**src/rtl/shift_right.sv**
```systemverilog
// shift_right
//
// Purpose:
//   Registered right-shift unit for the 8-bit ALU datapath. A combinational
//   barrel shifter feeds a single output register stage, so every accepted
//   request appears on the outputs exactly one clock later.
//
// Parameters:
//   WIDTH     operand/result width (power of two, >= 2)
//   SHW       shift-amount width, derived as log2(WIDTH)
//
// Ports:
//   clk        rising-edge clock
//   rst_n      asynchronous active-low reset
//   in_valid   request strobe, operands sampled on a clk edge when high
//   op         operand to shift
//   shamt      shift distance 0..WIDTH-1
//   mode       00 logical, 01 arithmetic, 10 rotate-right, 11 as logical
//   result     shifted operand (registered)
//   carry      last bit shifted out (registered)
//   zero       high when result is zero (registered)
//   out_valid  one-cycle pulse per accepted request

module shift_right #(
  parameter int WIDTH = 8
) (
  input  logic                       clk,
  input  logic                       rst_n,
  input  logic                       in_valid,
  input  logic [WIDTH-1:0]           op,
  input  logic [$clog2(WIDTH)-1:0]   shamt,
  input  logic [1:0]                 mode,
  output logic [WIDTH-1:0]           result,
  output logic                       carry,
  output logic                       zero,
  output logic                       out_valid
);

  localparam int SHW = $clog2(WIDTH);

  typedef enum logic [1:0] {
    MODE_LOGICAL  = 2'b00,
    MODE_ARITH    = 2'b01,
    MODE_ROTATE   = 2'b10,
    MODE_RESERVED = 2'b11
  } shift_mode_e;

  logic [WIDTH-1:0]   logical_res;
  logic [WIDTH-1:0]   arith_res;
  logic [2*WIDTH-1:0] rotate_dbl;
  logic [WIDTH-1:0]   shifted;
  logic               carry_out;

  logic [WIDTH-1:0]   result_q, result_d;
  logic               carry_q, carry_d;
  logic               zero_q, zero_d;
  logic               out_valid_q, out_valid_d;

  assign logical_res = op >> shamt;
  assign arith_res   = WIDTH'($signed(op) >>> shamt);
  // Rotating a doubled copy lets the low bits that fall off re-enter at the top.
  assign rotate_dbl  = {op, op} >> shamt;

  always_comb begin
    shifted = logical_res;
    case (shift_mode_e'(mode))
      MODE_ARITH:    shifted = arith_res;
      MODE_ROTATE:   shifted = rotate_dbl[WIDTH-1:0];
      MODE_LOGICAL,
      MODE_RESERVED: shifted = logical_res;
      default:       shifted = logical_res;
    endcase
  end

  // The last bit shifted out is op[shamt-1]; the index is only used when
  // shamt is non-zero, so the wrap of shamt-1 at zero never matters.
  always_comb begin
    carry_out = 1'b0;
    if (shamt != '0) begin
      carry_out = op[shamt - SHW'(1)];
    end
  end

  // Data fields hold when no request is sampled; only the strobe drops.
  always_comb begin
    result_d    = result_q;
    carry_d     = carry_q;
    zero_d      = zero_q;
    out_valid_d = in_valid;
    if (in_valid) begin
      result_d = shifted;
      carry_d  = carry_out;
      zero_d   = (shifted == '0);
    end
  end

  // Reset clears the pipeline register, which also discards any request
  // captured just before reset asserted.
  always_ff @(posedge clk or negedge rst_n) begin
    if (!rst_n) begin
      result_q    <= '0;
      carry_q     <= 1'b0;
      zero_q      <= 1'b1;
      out_valid_q <= 1'b0;
    end else begin
      result_q    <= result_d;
      carry_q     <= carry_d;
      zero_q      <= zero_d;
      out_valid_q <= out_valid_d;
    end
  end

  assign result    = result_q;
  assign carry     = carry_q;
  assign zero      = zero_q;
  assign out_valid = out_valid_q;

endmodule

```
**config.mk**
```make
export PLATFORM = sky130hd
export DESIGN_NAME = shift_right
export DESIGN_NICKNAME = d
export VERILOG_FILES = /design/src/rtl/shift_right.sv
export SDC_FILE = /design/constraint.sdc
export NUM_CORES = 1
export LEC_CHECK = 0
export BUFFER_PORTS_ARGS = -buffer_cell sky130_fd_sc_hd__clkbuf_2
export CAP_MARGIN = 20
export CORE_MARGIN = 10
export CORE_UTILIZATION = 39
export CTS_BUF_LIST = sky130_fd_sc_hd__clkbuf_16
export DETAILED_ROUTE_END_ITERATION = 12
export SLEW_MARGIN = 20
export SYNTH_ARGS = -nofsm -noshare
export SYNTH_HDL_FRONTEND = slang
export SYNTH_SLANG_ARGS = --single-unit
```
**constraint.sdc**
```tcl
create_clock -name clk -period 0.9 [get_ports clk]
set_input_delay 0.045 -clock clk [delete_from_list [all_inputs] [get_ports clk]]
set_output_delay 0.045 -clock clk [all_outputs]
set_load 0.005 [all_outputs]
```
==> flow_summary.json <==
{
  "status": "complete, but fails checks",
  "violations": "setup timing",
  "dp_hpwl_um": 2490,
  "multi_input_area_um2": 856,
  "critical_path.cell_chain": "clkbuf_16 -> inv_12 -> ha_4 -> a21boi_2 -> buf_4 -> buf_4 -> a22oi_2 -> buf_4 -> o41ai_2",
  "drc": 0,
  "initial_core_util": 0.404,
  "power.leakage_nw": 0.841,
  "report.power.total_mw": 2.33,
  "antenna_found_initial": 0,
  "finalHoldViolCount": 0,
  "grt_pass1_vias": 1141,
  "ys.flop_type": "dfrtp_1",
  "period_share": 1.38,
  "gp_congestion": 0.914,
  "pwr_density_cell_nw_per_um2": 1290,
  "num_vias": 1081,
  "yosys_warnings": 0,
  "finalWorstSetupSlack_ns": -0.344,
  "via_per_inst": 5.41,
  "fp.dieH_um": 70.4,
  "timing.rr.end": "result[4]",
  "slowest_stage": "o41ai_2",
  "postSynthAreaPerCell_um2": 8.93,
  "drtAntennaViolNets": 0,
  "insertion_delay_ns": 0.24,
  "cp.arrival_ns": 1.39,
  "fin_skew_ns": 0,
  "r2r.worst_path.cells": 1,
  "final_layout_size_suffix_gt1_frac": 0.635,
  "drt_iter0_markers": 21,
  "cts_sinks": 11,
  "peakVddDrop_v": 0.00156,
  "wl_um": 3430,
  "timing.hold.ws_ns": 0.161,
  "netlist_instances": 111,
  "r2r_setup_slack_ns": 0.13,
  "grt_pass1_wl_um": 5760,
  "clkTransAtPathRegs_ns": 0.04,
  "synth_cell_types": 37,
  "reg2reg_from": "result[4]",
  "io_pins": 27,
  "synthArstFlopShare": 1.00,
  "row_count": 18,
  "min-delay-start": "in_valid",
  "fp.coreArea_um2": 2450,
  "grt_usage": 0.138,
  "tightestPinTransition_ns": 0.327,
  "cp-start-kind": "input pin",
  "register_area_um2": 277,
  "cts_max_path_buffers": 2,
  "synth.yosys.seq_area_share": 0.279,
  "min_to": "zero",
  "finalMaxSlewViolations": 0,
  "cts_tree": "done",
  "cap_violations": 0,
  "drt_pass1_iterations": 4,
  "crit_required_ns": 1.04,
  "critical_path.max_stage_delay_ns": 0.31,
  "max-slew-margin-rel": 0.780,
  "holdPathStages": 4,
  "diodes": 0,
  "dieArea_um2": 4960,
  "path_class": "input pin to flop",
  "h-tree-depth": 1,
  "cp_top_family": "compound AO/OA/AOI/OAI gates",
  "area_delta_synth_final_pct": 81.8,
  "cp-end-kind": "flop",
  "syn-num-nets": 130,
  "finalSetupViolCount": 11,
  "nNetsFinal": 190,
  "cp_common_cell": "buf_4",
  "min_period_ns": 1.24,
  "grt_max_degree": 18,
  "grt-ovfl-total": 0,
  "holdCritPathClass": "input pin to flop",
  "synth_edf_count": 0,
  "max_freq_ghz": 0.804,
  "rsz0062_at_grt": "true",
  "path_max_fanout": 8,
  "wl_per_cell_um": 17.1,
  "die_w_um": 70.4,
  "cts_made_buffers": 3,
  "critical_path_buf_inv_count": 5,
  "netlist_area_um2": 991,
  "ctsRootBufferMaster": "clkbuf_16",
  "portBuffers": 26,
  "ys_ff_latch": 11,
  "nFillCells": 193
}
-- layout make-up --
cell class / instances / area share
Inverter: 8 / 0.0306
Clock inverter: 1 / 0.00278
Multi-Input combinational cell: 85 / 0.475
Tap cell: 30 / 0.0208
Sequential cell: 11 / 0.153
Clock buffer: 3 / 0.0417
Timing Repair Buffer: 62 / 0.276
-- through the flow --
stage / setup TNS, ns / cells / worst slack, ns / utilization / cell area, um2
global placement: -5.17 / 193 / -0.702 / 0.577 / 1420
CTS: -1.95 / 199 / -0.317 / 0.699 / 1720
global route: -2.85 / 200 / -0.423 / 0.734 / 1800
floorplan: -2.68 / 111 / -0.541 / - / 1060
finish: -2.19 / 200 / -0.344 / 0.734 / 1800
detailed placement: -5.47 / 193 / -0.820 / 0.577 / 1420
-- worst min-delay path, delay by kind of cell --
family	cells	cell delay (ns)
compound gates	3	0.25
buf+inv	1	0.10
-- synth_stat cells (2+ instances only) --
cell       n  area share
mux2i_1   10        0.10
o21ai_0    5       0.025
inv_1      7       0.027
mux2_2     7       0.080
o211ai_1   3       0.023
ha_1       3       0.038
dfrtp_1   10        0.25
nand2b_1   2       0.013
nand2_1    6       0.023
a21oi_1   14       0.071
o31ai_1    2       0.015
buf_2      2       0.010
mux4_1     2       0.053
nor2_1    12       0.045
clkbuf_1   4       0.015
-- worst max-delay path by stage --
stage,slack [ns],endpoint,startpoint,cells after the start
4_1_cts,-0.32,zero,mode[1],8
3_3_place_gp,-0.70,zero,mode[1],8
5_1_grt,-0.42,zero,mode[1],8
3_5_place_dp,-0.82,zero,mode[1],8
6_report,-0.34,zero,mode[1],9
2_1_floorplan,-0.54,zero,shamt[0],6
-- where the power goes --
part / switching, mW / internal, mW
Sequential: 0.0301 / 0.556
Combinational: 0.429 / 0.506
Clock: 0.220 / 0.588
Total: 0.679 / 1.65
-- layer usage --
metal,GRT usage,vias up,wire (um)
met5,0,-,0
met4,0.0680,0,76
met3,0.0226,7,133
met2,0.233,36,1720
met1,0.162,504,1490
li1,-,534,-
-- registers in the layout, summed over array words and instances (netlist names) --
register and cells:
zero 1, result 8, out_valid 1, carry 1
-- repair_timing --
action,CTS,global route
pin swaps,14,6
hold buffers,1,0
setup endpoints to repair,11,11
hold endpoints to repair,11,0
setup buffers,2,1
resized for setup,40,18
-- cell usage in the layout, fill, tap and decap left out, types with 2 or more instances in the layout --
cell type,n
buf_4,26
buf_6,9
mux4_2,2
o21ai_1,4
nor2_1,10
mux2i_1,7
ha_4,2
nand2_1,5
a21oi_1,7
mux2_4,7
o21ai_2,2
a21oi_2,5
a21oi_4,2
dfrtp_1,10
clkbuf_16,6
inv_1,5
nor2_2,2
mux2i_2,2
clkbuf_2,23
o211ai_1,3
-- logic make-up after synthesis --
logic type	count (synthesis)	share of synthesized area
mux	20	0.249
flops	11	0.279
fa+ha+maj	3	0.0379
simple gates	26	0.124
buf+inv	15	0.0669
compound gates	36	0.244
Note: power is estimated with default switching activity, not from simulation.
